$ cat src/rtl/csa_bist_pkg.sv
// rtl/csa_bist_pkg.sv - shared types and constants for the CSA multiplier BIST sequencer
package csa_bist_pkg;

  typedef enum logic [2:0] {
    IDLE,
    INIT,
    APPLY,
    TEST,
    DONE
  } bist_state_e;

  localparam int DEF_W      = 3;
  localparam int DEF_NCOPY  = 5;
  localparam int DEF_SETTLE = 2;
  localparam int MAX_FAULTS = 2;

endpackage

$ cat src/rtl/csa_bist_golden_mul.sv
// rtl/csa_bist_golden_mul.sv - golden W x W -> 2W unsigned product reference
module csa_bist_golden_mul #(
  parameter int W = 3
) (
  input  logic [W-1:0]   a,
  input  logic [W-1:0]   b,
  output logic [2*W-1:0] product
);

  assign product = (2*W)'(a) * (2*W)'(b);

endmodule

$ cat src/rtl/csa_bist_test_ctrl.sv
// rtl/csa_bist_test_ctrl.sv - BIST sequencer feeding exhaustive operands and golden products
// to the 5-copy CSA array, tracking a sticky fault map and the >2-fault condition.
module csa_bist_test_ctrl
  import csa_bist_pkg::*;
#(
  parameter int W      = DEF_W,
  parameter int NCOPY  = DEF_NCOPY,
  parameter int SETTLE = DEF_SETTLE
) (
  input  logic             clk,
  input  logic             rst_n,
  input  logic             start,
  input  logic [NCOPY-1:0] comp_in,
  output logic [W-1:0]     op_a,
  output logic [W-1:0]     op_b,
  output logic [2*W-1:0]   desired_output,
  output logic             init,
  output logic             test,
  output logic             busy,
  output logic             done,
  output logic [NCOPY-1:0] fault_map,
  output logic             uncorrectable
);

  localparam int            PW          = 2 * W;
  localparam logic [PW-1:0] LAST_VEC    = '1;
  localparam logic [3:0]    SETTLE_LOAD = 4'(SETTLE - 1);

  function automatic int popcount(input logic [NCOPY-1:0] v);
    int n;
    n = 0;
    for (int i = 0; i < NCOPY; i++) n += int'(v[i]);
    return n;
  endfunction

  bist_state_e      state_q, state_d;
  logic [PW-1:0]    cnt_q, cnt_d;
  logic [3:0]       settle_q, settle_d;
  logic [W-1:0]     op_a_q, op_a_d, op_b_q, op_b_d;
  logic [PW-1:0]    desired_q, desired_d;
  logic             init_q, init_d, test_q, test_d;
  logic             busy_q, busy_d, done_q, done_d;
  logic [NCOPY-1:0] fault_map_q, fault_map_d;
  logic             uncorr_q, uncorr_d;
  logic [PW-1:0]    golden_product;

  // Golden product is taken from the next counter value so operands and
  // desired_output land on the same edge.
  csa_bist_golden_mul #(.W(W)) u_golden (
    .a       (cnt_d[W-1:0]),
    .b       (cnt_d[PW-1:W]),
    .product (golden_product)
  );

  always_comb begin
    state_d     = state_q;
    cnt_d       = cnt_q;
    settle_d    = settle_q;
    init_d      = 1'b0;
    test_d      = 1'b0;
    busy_d      = busy_q;
    done_d      = done_q;
    fault_map_d = fault_map_q;

    case (state_q)
      IDLE: begin
        if (start) begin
          state_d     = INIT;
          cnt_d       = '0;
          done_d      = 1'b0;
          fault_map_d = '0;
          busy_d      = 1'b1;
          init_d      = 1'b1;
        end
      end
      INIT: begin
        state_d  = APPLY;
        settle_d = SETTLE_LOAD;
      end
      APPLY: begin
        if (settle_q == 4'd0) begin
          state_d = TEST;
          test_d  = 1'b1;
        end else begin
          settle_d = settle_q - 4'd1;
        end
      end
      TEST: begin
        fault_map_d = fault_map_q | comp_in;
        if (cnt_q == LAST_VEC) begin
          state_d = DONE;
          busy_d  = 1'b0;
          done_d  = 1'b1;
        end else begin
          cnt_d    = cnt_q + PW'(1);
          state_d  = APPLY;
          settle_d = SETTLE_LOAD;
        end
      end
      DONE: begin
        state_d = IDLE;
      end
      default: begin
        state_d = IDLE;
      end
    endcase

    op_a_d    = cnt_d[W-1:0];
    op_b_d    = cnt_d[PW-1:W];
    desired_d = golden_product;
    uncorr_d  = popcount(fault_map_d) > MAX_FAULTS;
  end

  always_ff @(posedge clk or negedge rst_n) begin
    if (!rst_n) begin
      state_q     <= IDLE;
      cnt_q       <= '0;
      settle_q    <= '0;
      op_a_q      <= '0;
      op_b_q      <= '0;
      desired_q   <= '0;
      init_q      <= 1'b0;
      test_q      <= 1'b0;
      busy_q      <= 1'b0;
      done_q      <= 1'b0;
      fault_map_q <= '0;
      uncorr_q    <= 1'b0;
    end else begin
      state_q     <= state_d;
      cnt_q       <= cnt_d;
      settle_q    <= settle_d;
      op_a_q      <= op_a_d;
      op_b_q      <= op_b_d;
      desired_q   <= desired_d;
      init_q      <= init_d;
      test_q      <= test_d;
      busy_q      <= busy_d;
      done_q      <= done_d;
      fault_map_q <= fault_map_d;
      uncorr_q    <= uncorr_d;
    end
  end

  assign op_a           = op_a_q;
  assign op_b           = op_b_q;
  assign desired_output = desired_q;
  assign init           = init_q;
  assign test           = test_q;
  assign busy           = busy_q;
  assign done           = done_q;
  assign fault_map      = fault_map_q;
  assign uncorrectable  = uncorr_q;

endmodule

$ cat config.mk
export PLATFORM = sky130hd
export DESIGN_NAME = csa_bist_test_ctrl
export DESIGN_NICKNAME = d
export VERILOG_FILES = /design/src/rtl/csa_bist_pkg.sv /design/src/rtl/csa_bist_golden_mul.sv /design/src/rtl/csa_bist_test_ctrl.sv
export SDC_FILE = /design/constraint.sdc
export NUM_CORES = 1
export LEC_CHECK = 0
export BUFFER_PORTS_ARGS = -buffer_cell sky130_fd_sc_hd__buf_2
export CAP_MARGIN = 0
export CORE_ASPECT_RATIO = 1.25
export CORE_MARGIN = 5
export CORE_UTILIZATION = 53
export DETAILED_ROUTE_END_ITERATION = 7
export GPL_ROUTABILITY_DRIVEN = 0
export PLACE_DENSITY = 0.83
export SLEW_MARGIN = 10
export SYNTH_ARGS = -nofsm -noshare
export SYNTH_HDL_FRONTEND = slang
export SYNTH_HIERARCHICAL = 1
export SYNTH_SLANG_ARGS = --single-unit
$ cat constraint.sdc
create_clock -name clk -period 3.8 [get_ports clk]
set_input_delay 0.76 -clock clk [delete_from_list [all_inputs] [get_ports clk]]
set_output_delay 0.76 -clock clk [all_outputs]
set_load 0.01 [all_outputs]
Word level (Yosys, flattened, before mapping)
Cells that the tools add are included.

Add/sub/neg operators: 6. $mul: 1. Divide/modulo/power cells: 0. Order comparisons: 1. Equality and inequality tests: 9. Shift operators: 0. Muxes and demuxes: 22. Bitwise operators: 1. Reductions and logical operators: 7.

Operator list (count): $mux W6 (2); $pmux W3 S4 (1); $pmux W4 S3 (1); $pmux W6 S2 (1); $ne A2 B2 Y1 const B (5); $pmux W5 S2 (1); $mux W3 (3); $mux W1 (8); $mux W4 (2); $add A6 B1 Y6 const B (1); $eq A3 B2 Y1 const B (2); $eq A6 B6 Y1 const B (1); $mul A3 B3 Y6 (1); $reduce_and A3 Y1 (2); $add A4 B1 Y5 (1); $gt A5 B2 Y1 const B (1); $mux W5 (1); $or A5 B5 Y5 (1); $add A3 B1 Y4 (1); $logic_not A4 Y1 (1); $pmux W1 S2 (2); $sub A4 B1 Y4 const B (1); $add A2 B1 Y3 (1); $eq A3 B1 Y1 const B (1); 5 further kinds (5).

Bits in registers: 35. Latch bits: 0. Bits in writable memories: 0. ROM bits: 0. Input bits: 8. Output and inout bits: 22. Word-level logic and storage cells: 59. Memories kept: 0.

Logic depth before layout (Yosys ltp)
Gate-level depths: netlist (run 1).

Depth after elaboration: 7. Gate-level depth with buffers: 11. Mapped depth without buffers: 11.

Cells and area by module
Netlist (run 1), hierarchy kept.

By module, submodules not included: csa_bist_test_ctrl (instances 1, cells each 115, area each 1265.0 µm², sequential area each 725.7 µm²); csa_bist_golden_mul (instances 1, cells each 24, area each 196.4 µm², sequential area each 0.0 µm²).

Worst setup path before layout (run 1)
OpenSTA, ideal clock, no wires.

Path kind: input port to flip-flop. From: input start. To: register desired_q[4] (netlist: desired_output[4]). Arrival: 3033 ps. Data required time: 3677 ps. Slack: 644 ps. Stages: 10. Buffers on the path: 0. Cell sequence: or3b_1 a21oi_2 nor2b_1 mux2i_1 and2_1 fa_1 ha_1 inv_1 fa_1 xnor2_1.

Longest elaborated chain between the ends: 3.

Ends and longest elaborated chain: start, declared (line csa_bist_test_ctrl.sv:12) `input logic start,`; $mux W6 (line csa_bist_test_ctrl.sv:67) `if (start) begin`; $pmux W6 S2 (line csa_bist_test_ctrl.sv:65) `case (state_q)`; net cnt_d[0] (line csa_bist_test_ctrl.sv:37) `logic [PW-1:0] cnt_q, cnt_d;`; $mul A3 B3 Y6 (line csa_bist_golden_mul.sv:10) `assign product = (2*W)'(a) * (2*W)'(b);`; net desired_d[4] (line csa_bist_test_ctrl.sv:40) `logic [PW-1:0] desired_q, desired_d;`; end signal, assigned (line csa_bist_test_ctrl.sv:134) `desired_q <= desired_d;`; end, declared (line csa_bist_test_ctrl.sv:40).

The timed path passes the listed nets, and every way through them passes these cells. A chain may end at the register's enable or synchronous reset.

Worst setup path in the final report (run 1)
From: register state_q[1]. To: register desired_q[3] (netlist: desired_output[3]).

Longest elaborated chain between the ends: 3. Elaborated cells on any way between the ends: 4. Those cells by class: mul: 1; eq/ne: 1; mux: 1; reduce/logical: 1.

Ends and longest elaborated chain: start, declared (line csa_bist_test_ctrl.sv:36) `bist_state_e state_q, state_d;`; start signal, assigned (line csa_bist_test_ctrl.sv:129) `state_q <= state_d;`; $eq A3 B2 Y1 or $logic_not A3 Y1 (tied branches) (line csa_bist_test_ctrl.sv:65); $pmux W6 S2 (*) (line csa_bist_test_ctrl.sv:65); net cnt_d[2] (line csa_bist_test_ctrl.sv:37); $mul A3 B3 Y6 (*) (line csa_bist_golden_mul.sv:10); net desired_d[3] (line csa_bist_test_ctrl.sv:40).

The timed path passes the listed nets; every way through them passes the cells marked *.

==> reports/qor_table.md, run 1 <==
| Group | Parameter | This run |
| --- | --- | --- |
| run status | Status | finished, final reports clean |
| timing | Unrepaired setup endpoints after global routing | false |
| synth | Cells after synthesis | 139 |
| layout | Total number of nets in the final design | 195 |
| power and ir drop | Maximum vdd drop | 0.398 mV |
| timing | Measured slew at the worst slew-check pin | 0.702 ns |
| clock tree | Hold-fix buffers at CTS | 0 |
| critical path | Cells along the critical path | nand2_1 -> nor2_1 -> o21ai_0 -> a21oi_1 -> and2_1 -> fa_1 -> ha_1 -> inv_1 -> fa_1 -> inv_1 |
| critical path | Slowest cell on the critical path | nor2_1 |
| floorplanning | Die width | 57.0 um |
| floorplanning | Die height | 68.7 um |
| global route | Number of global-route vias before repair | 1177 |
| drt | Total iterations of the first detailed-routing run | 4 |
| drt | DRC violations left | 0 |
| floorplanning | Initial Util | 55.1% |
| timing | Clock Skews | 0.00444 ns |
| layout | Layout cell share with drive strength beyond 1 | 22.5% |
| clock tree | Clock slew at reported path FFs | 0.09 ns |
| power and ir drop | NetSw | 548 uW |
| timing | Period utilisation layout | 83.8% |
| clock tree | Number of gates resized after CTS | 0 |
| synth | Number of synthesized flops with an enable pin | 0 |
| global route | Antenna violations before repair | 0 |
| drt | Total wire length after detailed routing | 3.00 mm |
| critical path | Critical path capture point type | register |
| synth | Nets in the synthesized netlist | 161 |
| synth | Ys Warns | 6 |
| clock tree | Clock latency on the worst-skew pair | 0.32 ns |
| global route | Total gr overflow | 0 |
| clock tree | Cell at the root of the clock tree | clkbuf_4 |
| synth | Syn avg cell area | 10.5 um^2 |
| global route | Pin count of the biggest net entering global routing | 30 |
| timing | Post-route setup TNS | 0 ns |
| clock tree | TritonCTS clock tree | yes |
| power and ir drop | Share of total power in combinational logic | 48.6% |
| timing | Max frequency | 314 MHz |
| critical path | Startpoint kind of the worst setup timing path | register |
| synth | Synth async-reset ratio | 100% |
| floorplanning | Number of placed I/O pins | 30 |
| critical path | Critical-path maximum fanout | 12 |
| clock tree | Maximum clock path buffer count | 2 |
| layout | Area of all sequential standard cells | 726 um^2 |
| drt | Detail-routed net length per standard cell | 14.5 um |
| drt | Post-detailed-route via-to-cell ratio | 5.51 |
| drt | Number of antenna-violating nets in the routed design | 0 |
| power and ir drop | Leakage power of the design | 0.869 nW |
| clock tree | Number of sinks driven by the clock tree | 29 |
| floorplanning | Row Count | 21 |
| run | Max-cap violations | 0 |
| critical path | Signal arrival time at the worst endpoint | 3.45 ns |
| clock tree | Number of levels in the clock H-tree | 2 |
| layout | Number of fill cells | 211 |
| place | Half-perimeter wire length after detailed placement | 2.32 mm |
| layout | Antenna cell count | 0 |
| global route | Global-route total usage across every layer | 17.3% |
| synth | Total of flip-flops plus latches after synthesis | 29 |
| power and ir drop | Cell area power density | 783 nW/um^2 |
| synth | Predominant post-synthesis flop cell | dfrtp_1 |
| critical path | Worst path required time | 4.06 ns |
| power and ir drop | Power Internal | 778 uW |
| floorplanning | Total core area | 2650 um^2 |
| clock tree | Clock buffers created by TritonCTS | 5 |
| power and ir drop | Switching Fraction | 41.3% |
| critical path | Maximum single-stage delay on the critical path | 0.56 ns |
| timing | Clock period minus worst slack | 3.19 ns |
| place | Port-buffer cells | 29 |
| synth | Unique masters post-synth | 32 |
| global route | Wire length of the first global-routing pass | 5.21 mm |
| timing | Count of final hold-check violations | 0 |
| timing | Remaining max-slew budget at the tightest pin | 53.0% |
| floorplanning | Full die area | 3910 um^2 |
| drt | Via count | 1141 |
| power and ir drop | Share of total power in the clock network | 14.0% |
| power and ir drop | Power share of the sequential group | 37.4% |
| clock tree | # Post-CTS Setup Buffers | 0 |
| hold path | Hold crit path type | in2async |
| timing | # setup viols final | 0 |
| drt | Violation count after the first detailed-route iteration | 27 |
| synth | Netlist area before placement | 1460 um^2 |
| timing | Max-slew violation count | 0 |
| synth | Seq/Total Area, Yosys | 49.7% |
| critical path | Start-to-end type of the worst setup path | reg2reg |
| power and ir drop | Total Power Consumption | 1.33 mW |
| critical path | Setup slack on the worst flop-to-flop path | 0.61 ns |
| layout | Growth of design area from synthesis to finish | 15.9% |
| layout | Area of combinational cells with multiple inputs | 681 um^2 |
## placed cells by master (no fill, tap or decap), types with 3 or more instances in the layout
master,count
a21oi_1,10
a31oi_1,4
and2_1,10
buf_2,29
clkbuf_4,5
dfrtp_1,29
fa_1,4
ha_1,10
inv_1,12
nand2_1,7
nand3_1,5
nor2_1,13
nor3_1,3
o21ai_1,3
o22ai_1,3
## state kept, by name (all words and copies together) (netlist names)
name / cells
op_a: 2
test: 1
uncorrectable: 1
settle_q: 4
fault_map: 5
state_q: 3
op_b: 2
cnt_q: 2
done: 1
init: 1
busy: 1
desired_output: 6
## per-stage QoR
stage	hold slack [ns]	std cells	utilization [%]	area, um^2	worst slack [ns]
2_1_floorplan	0.463	139	-	1460	0.644
4_1_cts	0.469	207	63.8	1690	0.642
3_3_place_gp	0.482	200	61.8	1640	0.454
3_5_place_dp	0.488	200	61.8	1640	0.398
5_1_grt	0.501	207	63.8	1690	0.405
6_report	0.448	207	63.8	1690	0.614
## synthesized netlist by cell type (all sizes together), types with 2 or more instances
master | instances | area share [%]
dfrtp | 29 | 50
buf | 2 | 0.68
inv | 12 | 3.1
fa | 4 | 5.5
and2 | 10 | 4.3
nor3 | 3 | 1.0
nor2 | 14 | 3.8
nand3 | 5 | 1.7
nand3b | 2 | 1.0
o2bb2ai | 2 | 1.2
a31oi | 4 | 1.7
a21oi | 11 | 4.0
nor3b | 2 | 1.0
o22ai | 3 | 1.3
or3b | 3 | 2.0
ha | 10 | 8.6
o21ai | 5 | 1.7
and3 | 3 | 1.6
nand2 | 7 | 1.8
## critical path: cells and delay by family (launching register included)
family	cells	cell delay, ns
AOI/OAI and AO/OA	2	0.57
adders and majority gates	3	1.04
buffers and inverters	2	0.14
DFF	1	0.47
and+or+nand+nor	3	0.90
## power by group through the flow
stage / sequential (mW) / clock [mW] / combinational [mW]
after floorplan: 0.527 / 0 / 0.402
after global placement: 0.494 / 0 / 0.592
after detailed placement: 0.501 / 0 / 0.637
after CTS: 0.495 / 0.193 / 0.648
after global routing: 0.515 / 0.205 / 0.714
final: 0.496 / 0.186 / 0.645
## cell families (layout without fill, tap and decap cells)
logic type	Yosys count	after routing	synth area share, %
and+or+nand+nor	51	51	19.1
AOI/OAI and AO/OA	29	29	12.2
DFF	29	29	49.7
adders and majority gates	14	14	14.0
buffers and inverters	14	48	3.77
xor gates and xnor gates	1	1	0.599
muxes	1	1	0.685
## layout make-up
| cell class | count | area share (%) |
|---|---|---|
| flip-flops and latches | 29 | 42.8 |
| clock buffers | 7 | 3.25 |
| well taps | 34 | 2.51 |
| inverters | 12 | 2.66 |
| multi-input cells | 96 | 40.2 |
| repair buffers | 29 | 8.57 |
## per-layer routing
layer	vias up	track usage [%]	wire, um
li1	555	-	-
met1	548	19.0	1210
met2	30	31.3	1560
met3	8	5.03	155
met4	0	7.83	72
met5	-	0	0
## path summary, 6_finish.rpt
kind                        startpoint  cells past startpoint           endpoint
max                         state_q[1]                     10  desired_output[3]
min                              rst_n                      1               done
max reg2reg                 state_q[1]                     10  desired_output[3]
min reg2reg                settle_q[0]                      1        settle_q[0]
max in group asynchronous        rst_n                      1  desired_output[5]
min in group clk           settle_q[0]                      1        settle_q[0]
Note: power is estimated with default switching activity, not from simulation.
==> inputs of run 2 (changes only) <==
==> constraint.sdc (replaced) <==
create_clock -name clk -period 2.95 [get_ports clk]
set_input_delay 0.59 -clock clk [delete_from_list [all_inputs] [get_ports clk]]
set_output_delay 0.59 -clock clk [all_outputs]
set_load 0.01 [all_outputs]
==> run 2 against run 1 <==
Core utilization rose by 5.0 points. Largest cell class unchanged. Critical path type unchanged. Sequential cell count did not move. Largest power group unchanged. Highest routed layer unchanged. Critical endpoint unchanged. Wire length rose by 12%. Non-clock buffer count rose by 16.
==> reports/qor_table.md, run 2 (synthesis gave the netlist of run 1 again) <==
| Group | Parameter | This run | Change |
| --- | --- | --- | --- |
| run status | Status | finished, final reports clean |  |
| power and ir drop | Maximum vdd drop | 0.584 mV | +47% |
| clock tree | Number of levels in the clock H-tree | 2 | unchanged |
| critical path | Critical-path maximum fanout | 2 | -10 |
| critical path | Worst path required time | 3.18 ns | -0.88 ns |
| critical path | Startpoint kind of the worst setup timing path | register |  |
| timing | Period utilisation layout | 99.0% | +15 points |
| floorplanning | Die height | 68.7 um | unchanged |
| drt | Number of antenna-violating nets in the routed design | 0 | unchanged |
| power and ir drop | NetSw | 747 uW | +36% |
| drt | Violation count after the first detailed-route iteration | 29 | +7.4% |
| layout | Growth of design area from synthesis to finish | 25.1% |  |
| clock tree | Number of sinks driven by the clock tree | 29 | unchanged |
| place | Placed cell count | 215 | +7.5% |
| global route | Antenna violations before repair | 0 | unchanged |
| timing | Remaining max-slew budget at the tightest pin | 58.2% | +5.2 points |
| global route | Met2 layer usage reported by global route | 31.7% | +0.43 points |
| power and ir drop | Cell area power density | 1010 nW/um^2 | +29% |
| critical path | Length in cells of the worst reg-to-reg path | 10 | unchanged |
| place | Half-perimeter wire length after detailed placement | 2.51 mm | +8.2% |
| power and ir drop | Power Internal | 1.10 mW | +41% |
| floorplanning | Initial Util | 55.1% | unchanged |
| drt | Total iterations of the first detailed-routing run | 4 | unchanged |
| global route | Number of global-route vias before repair | 1267 | +7.6% |
| layout | Number of fill cells | 216 | +2.4% |
| critical path | Critical path capture point type | register |  |
| timing | Post-route setup TNS | 0 ns | unchanged |
| drt | Detail-routed net length per standard cell | 15.0 um | +3.8% |
| layout | Antenna cell count | 0 | unchanged |
| layout | Area of all sequential standard cells | 726 um^2 | unchanged |
| layout | End-of-flow core utilization | 68.9% | +5.0 points |
| timing | Count of final hold-check violations | 0 | unchanged |
| power and ir drop | Total Power Consumption | 1.85 mW | +39% |
| clock tree | Maximum clock path buffer count | 2 | unchanged |
| power and ir drop | Switching Fraction | 40.4% | -0.88 points |
| drt | Via count | 1224 | +7.3% |
| layout | Layout cell share with drive strength beyond 1 | 31.2% | +8.7 points |
| critical path | Setup slack on the worst flop-to-flop path | 0.03 ns | -0.58 ns |
| global route | Global-route total usage across every layer | 19.4% | +2.1 points |
| power and ir drop | Share of total power in combinational logic | 52.9% | +4.3 points |
| power and ir drop | Share of total power in the clock network | 13.2% | -0.8 points |
| global route | Pin count of the biggest net entering global routing | 30 | unchanged |
| drt | DRC violations left | 0 | unchanged |
| layout | Most used cells in the layout excluding fill and tap cells | dfrtp_1, buf_2, buf_4 |  |
| global route | Met3 layer usage reported by global route | 7.08% | +2.0 points |
| floorplanning | Number of placed I/O pins | 30 | unchanged |
| floorplanning | Die width | 57.0 um | unchanged |
| critical path | CP startpoint | state_q[0] |  |
| clock tree | Clock buffers created by TritonCTS | 5 | unchanged |
| global route | Gr busiest metal | met2 |  |
| timing | # setup viols final | 0 | unchanged |
| hold path | Hold crit path type | in2async |  |
| place | Port-buffer cells | 29 | unchanged |
| critical path | Worst setup path end | desired_output[3] |  |
| critical path | Signal arrival time at the worst endpoint | 3.15 ns | -0.30 ns |
| floorplanning | Row Count | 21 | unchanged |
| timing | Max-slew violation count | 0 | unchanged |
| clock tree | Clock slew at reported path FFs | 0.09 ns | about the same |
| critical path | End of the worst register-to-register path | desired_output[3] |  |
| floorplanning | Total core area | 2650 um^2 | unchanged |
| timing | Clock Skews | 0.00597 ns | +0.00153 ns |
| drt | Post-detailed-route via-to-cell ratio | 5.49 | -0.42% |
| global route | Met1 routing resource usage after global routing | 20.6% | +1.6 points |
| timing | Clock period minus worst slack | 2.92 ns | -0.266 ns |
| clock tree | TritonCTS clock tree | yes |  |
| layout | Area of combinational cells with multiple inputs | 694 um^2 | +2.0% |
| clock tree | Cell at the root of the clock tree | clkbuf_4 |  |
| power and ir drop | Leakage power of the design | 0.953 nW | +9.6% |
| floorplanning | Full die area | 3910 um^2 | unchanged |
| global route | Wire length of the first global-routing pass | 5.61 mm | +7.7% |
| timing | Measured slew at the worst slew-check pin | 0.627 ns | -0.0754 ns |
| layout | Number of cells in the finished layout apart from fillers | 223 | +7.7% |
| clock tree | Clock latency on the worst-skew pair | 0.33 ns | about the same |
| power and ir drop | Power share of the sequential group | 33.9% | -3.5 points |
| layout | Total number of nets in the final design | 211 | +8.2% |
| critical path | Start-to-end type of the worst setup path | reg2reg |  |
| layout | Max reg flops | 6 | unchanged |
| timing | Max frequency | 343 MHz | +9.1% |
| critical path | Start of the worst register-to-register path | state_q[0] |  |
| run | Max-cap violations | 0 | unchanged |
| global route | Total gr overflow | 0 | unchanged |
| drt | Total wire length after detailed routing | 3.35 mm | +12% |
run 2: changes by cell type in the layout (fill, tap and decap cells not counted):
cell,change
nor2b_1,-1
a21oi_1,-1
or3b_1,-1
or3b_4,+1
nor2b_2,+1
a21oi_2,+1
o31ai_2,+1
buf_4,+16
o31ai_1,-1
run 2: worst min path at each step:
| stage | from | end | cells after the start | slack (ns) |
|---|---|---|---|---|
| 2_1_floorplan | rst_n | busy | 0 | 0.29 |
| 3_3_place_gp | busy | busy | 2 | 0.49 |
| 3_5_place_dp | settle_q[1] | settle_q[1] | 1 | 0.49 |
| 4_1_cts | rst_n | fault_map[2] | 1 | 0.28 |
| 5_1_grt | rst_n | init | 1 | 0.32 |
| 6_report | rst_n | cnt_q[2] | 1 | 0.27 |
run 2: worst max-delay path: stages (launching register included):
cell and delay (ns):
dfrtp_1 0.39, or3b_4 0.41, a21oi_2 0.18, nor2b_2 0.22, mux2i_1 0.12, and2_1 0.19
fa_1 0.57, ha_1 0.18, inv_1 0.06, fa_1 0.47, inv_1 0.04
run 2: layer usage:
metal  vias to the layer above  share of wire, %
met5                         -                 0
met4                         0               5.5
li1                        582                 -
met1                       586                38
met2                        36                52
met3                        20               5.3
run 2: timing repair:
| item | in CTS | in global routing |
|---|---|---|
| hold buffers | 0 | 0 |
| setup buffers | 0 | 1 |
| gates resized for setup | 0 | 2 |
| endpoints found under the setup margin | 0 | 2 |
run 2: power groups by stage:
stage / clock network, mW / logic [mW] / registers [mW]
6_report: 0.244 / 0.976 / 0.627
4_1_cts: 0.248 / 0.959 / 0.630
5_1_grt: 0.272 / 1.10 / 0.645
2_1_floorplan: 0 / 0.519 / 0.680
3_5_place_dp: 0 / 0.950 / 0.636
3_3_place_gp: 0 / 0.880 / 0.627
run 2: per-stage QoR:
step	hold WS (ns)	instance area [um^2]	worst slack [ns]
final	0.270	1830	0.0307
after global routing	0.317	1830	-0.0772
after CTS	0.285	1810	0.0483
after detailed placement	0.489	1760	-0.145
after global placement	0.489	1760	-0.0615
after floorplan	0.294	1470	0.000721
run 2: cell type report:
class                      count  share of cell area [%]
clock buffer                   7                    3.01
inverter                      12                    2.46
multi-input combinational     96                    38.0
sequential                    29                    39.7
tap                           34                    2.33
timing repair buffer          45                    14.5
==> inputs of run 3 (changes only) <==
--- a/config.mk
+++ b/config.mk
@@ -9,10 +9,10 @@
 export CAP_MARGIN = 0
 export CORE_ASPECT_RATIO = 1.25
 export CORE_MARGIN = 5
-export CORE_UTILIZATION = 53
+export CORE_UTILIZATION = 48
 export DETAILED_ROUTE_END_ITERATION = 7
 export GPL_ROUTABILITY_DRIVEN = 0
-export PLACE_DENSITY = 0.83
+export PLACE_DENSITY = 0.79
 export SLEW_MARGIN = 10
 export SYNTH_ARGS = -nofsm -noshare
 export SYNTH_HDL_FRONTEND = slang
==> constraint.sdc (replaced) <==
create_clock -name clk -period 2.5 [get_ports clk]
set_input_delay 0.5 -clock clk [delete_from_list [all_inputs] [get_ports clk]]
set_output_delay 0.5 -clock clk [all_outputs]
set_load 0.01 [all_outputs]
==> run 3 against run 2 <==
The run now ends with negative setup slack left. Worst hold slack got worse by 0.095 ns. Setup slack got worse by 0.41 ns. Cell area increased by 15%. Largest cell class is now multi-input gates. First-iteration DRC count increased by 93%. Highest routed layer unchanged. Critical endpoint unchanged. Sequential power increased by 16%. Combinational power increased by 52%.
==> reports/qor_table.md, run 3 (synthesis gave the netlist of run 1 again) <==
| Group | Parameter | This run | Change |
| --- | --- | --- | --- |
| critical path | Start of the worst register-to-register path | op_a[0] |  |
| clock tree | Number of levels in the clock H-tree | 2 | unchanged |
| layout | Most common cell after layout, fill and taps aside | buf_4 |  |
| global route | Antenna violations before repair | 0 | unchanged |
| run status | Violations in the final reports | negative setup slack |  |
| timing | Worst hold slack after final layout | 0.175 ns | -0.0951 ns |
| layout | Total number of nets in the final design | 232 | +10% |
| layout | Number of cells in the finished layout apart from fillers | 246 | +10% |
| timing | Post-layout worst setup margin | -0.382 ns | -0.413 ns |
| global route | Global-route total usage across every layer | 18.6% | -0.88 points |
| timing | Clock period minus worst slack | 2.88 ns | -0.0374 ns |
| clock tree | Clock latency on the worst-skew pair | 0.33 ns | about the same |
| floorplanning | Row Count | 22 | +4.8% |
| drt | Total iterations of the first detailed-routing run | 4 | unchanged |
| timing | Max frequency | 347 MHz | +1.3% |
| layout | Growth of design area from synthesis to finish | 44.3% |  |
| timing | Clock Skews | 0.00744 ns | +0.00147 ns |
| critical path | Cells along the critical path | ha_1 -> and2_4 -> o31ai_1 -> a21oi_1 -> and2_1 -> fa_1 -> ha_2 -> inv_2 -> fa_2 -> inv_1 |  |
| power and ir drop | Cell area power density | 1180 nW/um^2 | +17% |
| critical path | Length in cells of the worst reg-to-reg path | 10 | unchanged |
| clock tree | Clock slew at reported path FFs | 0.08 ns | about the same |
| drt | Number of antenna-violating nets in the routed design | 0 | unchanged |
| layout | Number of fill cells | 208 | -3.7% |
| critical path | Critical path capture point type | register |  |
| drt | DRC violations left | 0 | unchanged |
| timing | Period utilisation layout | 115% | +16 points |
| critical path | Startpoint kind of the worst setup timing path | register |  |
| global route | Total gr overflow | 0 | unchanged |
| place | Placed cell count | 231 | +7.4% |
| global route | Number of global-route vias before repair | 1361 | +7.4% |
| clock tree | Clock buffers created by TritonCTS | 5 | unchanged |
| drt | Via count | 1341 | +9.6% |
| global route | Wire length of the first global-routing pass | 5.89 mm | +5.0% |
| floorplanning | Total core area | 2950 um^2 | +11% |
| power and ir drop | Maximum vdd drop | 0.962 mV | +65% |
| critical path | Setup slack on the worst flop-to-flop path | -0.38 ns | -0.41 ns |
| clock tree | Hold-fix buffers at CTS | 0 | unchanged |
| layout | Layout cell share with drive strength beyond 1 | 48.1% | +17 points |
| timing | Measured slew at the worst slew-check pin | 0.626 ns | -0.00121 ns |
| power and ir drop | Leakage power of the design | 1.06 nW | +11% |
| drt | Detail-routed net length per standard cell | 15.7 um | +4.7% |
| timing | Remaining max-slew budget at the tightest pin | 58.3% | +0.081 points |
| critical path | Slowest cell on the critical path | fa_2 |  |
| floorplanning | Full die area | 4250 um^2 | +8.7% |
| drt | Violation count after the first detailed-route iteration | 56 | +93% |
| timing | Max-slew violation count | 0 | unchanged |
| layout | End-of-flow core utilization | 71.6% | +2.7 points |
| timing | Post-route setup TNS | -0.849 ns | -0.849 ns |
| critical path | Critical-path maximum fanout | 5 | +3 |
| global route | Pin count of the biggest net entering global routing | 30 | unchanged |
| clock tree | Number of sinks driven by the clock tree | 29 | unchanged |
| floorplanning | Number of placed I/O pins | 30 | unchanged |
| timing | Unrepaired setup endpoints after global routing | true |  |
| run | Max-cap violations | 0 | unchanged |
| drt | Post-detailed-route via-to-cell ratio | 5.45 | -0.68% |
| critical path | Maximum single-stage delay on the critical path | 0.51 ns | -0.06 ns |
| floorplanning | Die width | 59.4 um | +4.2% |
| clock tree | TritonCTS clock tree | yes |  |
| floorplanning | Die height | 71.7 um | +4.3% |
| floorplanning | Initial Util | 49.6% | -5.5 points |
| critical path | End of the worst register-to-register path | desired_output[3] |  |
| critical path | Worst path required time | 2.73 ns | -0.45 ns |
| timing | # setup viols final | 4 | +4 |
| hold path | Hold crit path type | in2async |  |
| place | Port-buffer cells | 29 | unchanged |
| layout | Antenna cell count | 0 | unchanged |
| place | Half-perimeter wire length after detailed placement | 2.61 mm | +4.0% |
| layout | Max reg flops | 6 | unchanged |
| run status | Status | finished with violations |  |
| critical path | Signal arrival time at the worst endpoint | 3.11 ns | -0.04 ns |
| timing | Count of final hold-check violations | 0 | unchanged |
| place | Post-Place Worst Slack | -0.518 ns | -0.373 ns |
| drt | Total wire length after detailed routing | 3.87 mm | +15% |
| layout | Most used cells in the layout excluding fill and tap cells | buf_4, dfrtp_1, buf_2 |  |
| critical path | Start-to-end type of the worst setup path | reg2reg |  |
| clock tree | Cell at the root of the clock tree | clkbuf_4 |  |
| clock tree | Maximum clock path buffer count | 2 | unchanged |
## run 3: cell types whose count changed in the layout (fill, tap and decap cells not counted), moves of 4 or more
cell	change
nor2_1	-5
ha_1	-4
and2_4	+4
and2_1	-4
buf_4	+18
## run 3: where the power goes
group	leakage (nW)	internal, mW	switching [mW]	total (mW)
Combinational	0.667	0.747	0.730	1.48
Clock	0.0314	0.132	0.151	0.283
Sequential	0.362	0.633	0.0955	0.728
Total	1.06	1.51	0.977	2.49
## run 3: worst max-delay path by stage
stage,startpoint,end,cells after the start
2_1_floorplan,start,desired_output[3],10
3_3_place_gp,start,desired_output[3],11
3_5_place_dp,start,desired_output[3],11
4_1_cts,state_q[1],desired_output[3],10
5_1_grt,op_a[0],desired_output[3],10
6_report,op_a[0],desired_output[3],10
## run 3: per-stage QoR
| step | power (mW) | area [um^2] |
|---|---|---|
| 2_1_floorplan | 1.43 | 1480 |
| 3_3_place_gp | 1.87 | 1880 |
| 3_5_place_dp | 1.95 | 1880 |
| 4_1_cts | 2.39 | 2020 |
| 5_1_grt | 2.68 | 2110 |
| 6_report | 2.49 | 2110 |
## run 3: cell type report
type | count | area (um^2) | share of cell area [%]
Clock buffer | 7 | 55.1 | 2.61
Timing Repair Buffer | 66 | 434 | 20.6
Sequential cell | 29 | 726 | 34.4
Multi-Input combinational cell | 96 | 805 | 38.1
Inverter | 12 | 45.0 | 2.14
Tap cell | 36 | 45.0 | 2.14
## run 3: routing by layer
metal	vias up	part of all wire, %	GRT usage (%)
met5	-	0	0
met4	0	4.0	10.1
met3	17	4.8	5.95
met2	43	55	31.6
met1	660	37	19.8
li1	621	-	-
## run 3: worst max-delay path: cells and delay by family, from the launching register on
kind / cells / cell delay [ns]
adders and majority gates: 4 / 1.43
AOI/OAI and AO/OA: 2 / 0.50
DFF: 1 / 0.39
and+or+nand+nor: 2 / 0.38
buffers and inverters: 2 / 0.08
## run 3: timing repair
item / 4_1_cts / 5_1_grt
buffers inserted: 4 / 4
pin swaps: 5 / 11
resized for setup: 13 / 14
setup endpoints to repair: 4 / 4
